===== config.mk =====
export PLATFORM = sky130hd
export DESIGN_NAME = id_pipe
export DESIGN_NICKNAME = d
export VERILOG_FILES = /design/src/rtl/id_pipe.sv
export SDC_FILE = /design/constraint.sdc
export NUM_CORES = 1
export LEC_CHECK = 0
export BUFFER_PORTS_ARGS = -buffer_cell sky130_fd_sc_hd__buf_2
export CORE_UTILIZATION = 40
export CTS_CLUSTER_SIZE = 30
export DETAILED_ROUTE_END_ITERATION = 12
export GPL_TIMING_DRIVEN = 0
export HOLD_SLACK_MARGIN = 0.08
export SLEW_MARGIN = 10
export SYNTH_ARGS = -nofsm -noshare
export SYNTH_HDL_FRONTEND = slang
export SYNTH_SLANG_ARGS = --single-unit

===== constraint.sdc =====
create_clock -name CLK -period 3.5 [get_ports CLK]
set_clock_uncertainty 0.2 [all_clocks]
set_input_delay 0.7 -clock CLK [delete_from_list [all_inputs] [get_ports CLK]]
set_output_delay 0.7 -clock CLK [all_outputs]
set_load 0.005 [all_outputs]

===== src/rtl/id_pipe.sv =====
// RV32I decode stage: combinational decode of the fetched word, captured into a
// two-entry (head + skid) buffer so that the ready returned to fetch is a register.
module id_pipe #(
  parameter int unsigned XLEN       = 32,
  parameter int unsigned REG_ADDR_W = 5
) (
  input  logic                  CLK,
  input  logic                  RSTn,
  input  logic                  FLUSH,
  input  logic                  IN_VALID,
  output logic                  IN_READY,
  input  logic [31:0]           IN_INSTR,
  input  logic [XLEN-1:0]       IN_PC,
  output logic                  OUT_VALID,
  input  logic                  OUT_READY,
  output logic [REG_ADDR_W-1:0] RF_RA1,
  output logic [REG_ADDR_W-1:0] RF_RA2,
  output logic [REG_ADDR_W-1:0] RF_WA1,
  output logic [XLEN-1:0]       IMM,
  output logic [XLEN-1:0]       OUT_PC,
  output logic [3:0]            OP_CLASS,
  output logic                  ILLEGAL
);

  localparam int unsigned NREGS = 2 ** REG_ADDR_W;

  typedef struct packed {
    logic                  illegal;
    logic [3:0]            op_class;
    logic [REG_ADDR_W-1:0] ra1;
    logic [REG_ADDR_W-1:0] ra2;
    logic [REG_ADDR_W-1:0] wa1;
    logic [XLEN-1:0]       imm;
    logic [XLEN-1:0]       pc;
  } entry_t;

  typedef enum logic [1:0] {EMPTY, ONE, FULL} state_e;

  state_e state_q, state_d;
  entry_t head_q, head_d, skid_q, skid_d;
  logic   in_ready_q, in_ready_d;
  logic   out_valid_q, out_valid_d;
  entry_t dec;

  logic [4:0]  rs1, rs2, rd;
  logic [31:0] imm32;
  logic [3:0]  cls;
  logic        known, use_rs1, use_rs2, use_rd, bad;

  // Decode of the incoming word; an illegal word keeps only its PC.
  always_comb begin
    rs1     = IN_INSTR[19:15];
    rs2     = IN_INSTR[24:20];
    rd      = IN_INSTR[11:7];
    imm32   = 32'd0;
    cls     = 4'd15;
    known   = 1'b1;
    use_rs1 = 1'b0;
    use_rs2 = 1'b0;
    use_rd  = 1'b0;
    case (IN_INSTR[6:0])
      7'b0110011: begin cls = 4'd0; use_rs1 = 1'b1; use_rs2 = 1'b1; use_rd = 1'b1; end
      7'b0010011, 7'b0000011, 7'b1100111: begin
        cls     = (IN_INSTR[6:0] == 7'b0010011) ? 4'd1 :
                  (IN_INSTR[6:0] == 7'b0000011) ? 4'd2 : 4'd6;
        use_rs1 = 1'b1;
        use_rd  = 1'b1;
        imm32   = {{20{IN_INSTR[31]}}, IN_INSTR[31:20]};
      end
      7'b0100011: begin
        cls     = 4'd3;
        use_rs1 = 1'b1;
        use_rs2 = 1'b1;
        imm32   = {{20{IN_INSTR[31]}}, IN_INSTR[31:25], IN_INSTR[11:7]};
      end
      7'b1100011: begin
        cls     = 4'd4;
        use_rs1 = 1'b1;
        use_rs2 = 1'b1;
        imm32   = {{19{IN_INSTR[31]}}, IN_INSTR[31], IN_INSTR[7], IN_INSTR[30:25],
                   IN_INSTR[11:8], 1'b0};
      end
      7'b1101111: begin
        cls    = 4'd5;
        use_rd = 1'b1;
        imm32  = {{11{IN_INSTR[31]}}, IN_INSTR[31], IN_INSTR[19:12], IN_INSTR[20],
                  IN_INSTR[30:21], 1'b0};
      end
      7'b0110111, 7'b0010111: begin
        cls    = (IN_INSTR[6:0] == 7'b0110111) ? 4'd7 : 4'd8;
        use_rd = 1'b1;
        imm32  = {IN_INSTR[31:12], 12'd0};
      end
      default: known = 1'b0;
    endcase

    bad = (IN_INSTR[1:0] != 2'b11) || !known
          || (use_rs1 && (32'(rs1) >= NREGS))
          || (use_rs2 && (32'(rs2) >= NREGS))
          || (use_rd  && (32'(rd)  >= NREGS));

    dec    = '0;
    dec.pc = IN_PC;
    if (bad) begin
      dec.illegal  = 1'b1;
      dec.op_class = 4'd15;
    end else begin
      dec.op_class = cls;
      dec.ra1      = use_rs1 ? REG_ADDR_W'(rs1) : '0;
      dec.ra2      = use_rs2 ? REG_ADDR_W'(rs2) : '0;
      dec.wa1      = use_rd  ? REG_ADDR_W'(rd)  : '0;
      dec.imm      = XLEN'($signed(imm32));
    end
  end

  // Buffer control: head/skid occupancy with flush overriding any transfer.
  always_comb begin
    logic acc, rel;
    state_d = state_q;
    head_d  = head_q;
    skid_d  = skid_q;
    acc     = IN_VALID && in_ready_q;
    rel     = (state_q != EMPTY) && OUT_READY;
    case (state_q)
      EMPTY: if (acc) begin state_d = ONE; head_d = dec; end
      ONE: begin
        if (acc && rel)       head_d = dec;
        else if (acc)         begin state_d = FULL; skid_d = dec; end
        else if (rel)         state_d = EMPTY;
      end
      FULL: if (rel) begin state_d = ONE; head_d = skid_q; end
      default: state_d = EMPTY;
    endcase
    if (FLUSH) state_d = EMPTY;
    in_ready_d  = (state_d != FULL);
    out_valid_d = (state_d != EMPTY);
  end

  always_ff @(posedge CLK or negedge RSTn) begin
    if (!RSTn) begin
      state_q     <= EMPTY;
      head_q      <= '0;
      skid_q      <= '0;
      in_ready_q  <= 1'b1;
      out_valid_q <= 1'b0;
    end else begin
      state_q     <= state_d;
      head_q      <= head_d;
      skid_q      <= skid_d;
      in_ready_q  <= in_ready_d;
      out_valid_q <= out_valid_d;
    end
  end

  assign IN_READY  = in_ready_q;
  assign OUT_VALID = out_valid_q;
  assign RF_RA1    = head_q.ra1;
  assign RF_RA2    = head_q.ra2;
  assign RF_WA1    = head_q.wa1;
  assign IMM       = head_q.imm;
  assign OUT_PC    = head_q.pc;
  assign OP_CLASS  = head_q.op_class;
  assign ILLEGAL   = head_q.illegal;

endmodule


==> flow_metrics.tcl <==
set metrics [dict create \
    power_mw 5.30 \
    dpl_cell_area_sq_um 8790 \
    cts_tree "built" \
    ys_ff_latch 172 \
    seqCellArea_sq_um 4310 \
    intPower_mw 3.83 \
    hold_buffers 0 \
    setup_slack_ns 0.998 \
    initial_core_util_pct 41.0 \
    clkPwrFrac_pct 37.5 \
    crit_buf_inv 2 \
    wl_per_cell_um 17.7 \
    synth_cell_types 65 \
    die-width_um 141 \
    swShare_pct 27.7 \
    max_slew_margin_pct 49.2 \
    synthTopCellsByArea "dfrtp_1 56%, nand2_1 10%, nor2_1 4.7%" \
    synth_cells 828 \
    via_per_inst 5.40 \
    drc 0 \
    rsz0062_at_grt "no" \
    insertion_delay_ns 0.43 \
    dr.pass1.iters 5 \
    ys_warn_count 0 \
    cts_setup_buffers 0 \
    yosysTopAreaCell "dfrtp_1" \
    synth_flop_cell "dfrtp_1" \
    p_per_area_nw_per_um2 563 \
    syn_nets 897 \
    p_leak_nw 4.41 \
    syn_to_final_growth_pct 22.3 \
    die-area_sq_um 19800 \
    dp_cells 1217 \
    final_design_area_no_fill_sq_um 9410 \
    fp.dieH_um 141 \
    seq_area_frac_synth_pct 56.0 \
    fin_crit_sh_pct 71.5 \
    crit_path_top_delay_cell "nor2_1" \
    dr.first_iter.drc_count 430 \
    period_needed_ns 2.50 \
    synthTopCellsByCount "211 x nand2_1, 171 x dfrtp_1, 96 x nor2_1, 45 x a31oi_1, 34 x a21oi_1" \
    vias 6737 \
    status "finished clean" \
    cp-start-kind "register" \
    place_hpwl_um 15700 \
    setup_viol 0 \
    ant_nets 0 \
    grt_max_degree 90 \
    hold_path_class "in2async" \
    portBuffers 154 \
    max_freq_mhz 400 \
    place.gp.congestion 0.897 \
    grtUsageTotal_pct 23.1 \
    io_pins 155 \
    seq_power_share_pct 46.9 \
    crit_family "simple AND/OR/NAND/NOR gates" \
    tns_ns 0 \
    clock_path_buffers 2 \
    power_switching_mw 1.47 \
    hold_ws_ns 0.0902 \
    p_comb_share_pct 15.7 \
    drv_cap 0 \
    utilization_pct 50.1 \
    dp_slack_ns 0.749 \
    diodes 0 \
    irDropWorstVdd_v 0.000366 \
    avgSynthCellArea_sq_um 9.28 \
    core_region_area_sq_um 18800 \
    grt_pass1_wl_um 35300 \
    hold_viol 0 \
    wl_um 22100 \
    fillers 1804 \
    multi_input_area_sq_um 3080 \
    fin_nets 1071 \
    synth-edff-count 0 \
    max_stage_delay_ns 0.61 \
    grt_pass1_vias 6485 \
    criticalPathCategory "reg2reg" \
    clkTransAtPathRegs_ns 0.07 \
    clockRootBuffer "clkbuf_16" \
    endpoint_kind "register" \
    slew_viol_final 0 \
    arrival_ns 2.58 \
    path_cells "clkbuf_2 -> and2b_1 -> nor2_1 -> clkbuf_1 -> a311oi_1" \
    antenna_found_initial 2 \
    clock-sinks 172 \
    gr-total-overflow 0 \
    yosysMostFrequentCell "nand2_1" \
    synth_top_area_share_pct 55.7 \
    tightest_slew_ns 0.760 \
    cts_resized 0 \
    worstPathMaxFanout 10 \
    synthArstFlopShare_pct 100 \
    synth_area_sq_um 7690 \
    instances_no_fill 1248 \
    cts_buffers 17 \
    placementRows 50 \
    h-tree-depth 4 \
    crit_required_ns 3.58 \
    drive_gt1_share_pct 23.0 \
]
==> layout by cell type (no fill, tap or decap), types with 3 or more instances in the layout <==
cell type and count:
or4_1 5, clkbuf_1 24, clkinv_4 3, or2_2 3, a311oi_1 11, a211oi_1 14, and3_1 7, o21ai_0 26
nand3b_1 4, clkbuf_16 17, a21oi_1 34, nor2_1 96, nand2_1 211, a22oi_1 4, a31oi_1 45, buf_1 3
bufinv_16 3, nand2b_1 5, buf_2 181, o211ai_1 15, nor3_1 22, dfrtp_1 171, nor2b_1 4, buf_4 3
inv_1 6, a22o_1 16, nand3_1 12, a221oi_1 5, clkinvlp_4 4, a221o_1 5
==> power by group through the flow <==
stage               logic (mW)  registers, mW  clock network, mW
floorplan                0.441           2.50                  0
global placement         0.824           2.50                  0
detailed placement       0.838           2.52                  0
CTS                      0.841           2.48               2.02
global route             0.943           2.52               2.10
finish                   0.829           2.48               1.99
==> worst register-to-register path: stages (launching register included) <==
cell      delay, ns
dfrtp_1        0.38
clkbuf_2       0.19
and2b_1        0.24
nor2_1         0.61
clkbuf_1       0.55
a311oi_1       0.18
==> logic make-up (layout without fill, tap and decap cells) <==
family,Yosys count,count (layout),synth area share (%)
AO/OA/AOI/OAI,199,199,17.9
buffers and inverters,66,252,3.94
AND/OR/NAND/NOR,388,388,21.8
multiplexers,1,1,0.130
XOR/XNOR,2,2,0.228
flip-flops,172,172,56.0
==> area by class of cell <==
type                    instances  area share (%)
multi-input cells             590            32.7
inverters                       6           0.239
plain buffers                  60            2.98
flip-flops and latches        172            45.8
well taps                     234            3.11
clock buffers                  19            4.82
repair buffers                155            8.59
clock inverters                12            1.74
==> sequential cells by signal (all words and copies together), names as in the netlist <==
name,flops
skid_q,84
IMM,32
OUT_PC,32
RF_RA1,5
RF_RA2,5
RF_WA1,5
OP_CLASS,4
state_q,2
ILLEGAL,1
IN_READY,1
OUT_VALID,1
==> metal layers <==
layer | vias to the layer above | part of all wire, % | GRT usage, %
met5 | - | 0.059 | 0
met4 | 2 | 2.3 | 7.84
met3 | 32 | 5.5 | 4.93
met2 | 219 | 46 | 36.2
met1 | 3232 | 46 | 31.9
li1 | 3252 | - | -
==> path summary, 6_finish.rpt <==
check                                  startpoint                     end  slack [ns]  depth (start not counted)
min reg2reg                skid_q[82]$_DFFE_PN0P_  skid_q[82]$_DFFE_PN0P_        0.27                          2
min                                          RSTn  skid_q[22]$_DFFE_PN0P_        0.09                          1
max reg2reg                  state_q[0]$_DFF_PN0_     IMM[29]$_DFFE_PN0P_         1.0                          5
max in group asynchronous                    RSTn      IN_READY$_DFF_PN1_        2.13                          2
max                          state_q[0]$_DFF_PN0_     IMM[29]$_DFFE_PN0P_         1.0                          5
min in group CLK                            FLUSH    state_q[0]$_DFF_PN0_        0.25                          2
Power figures use the tool's default switching activity.
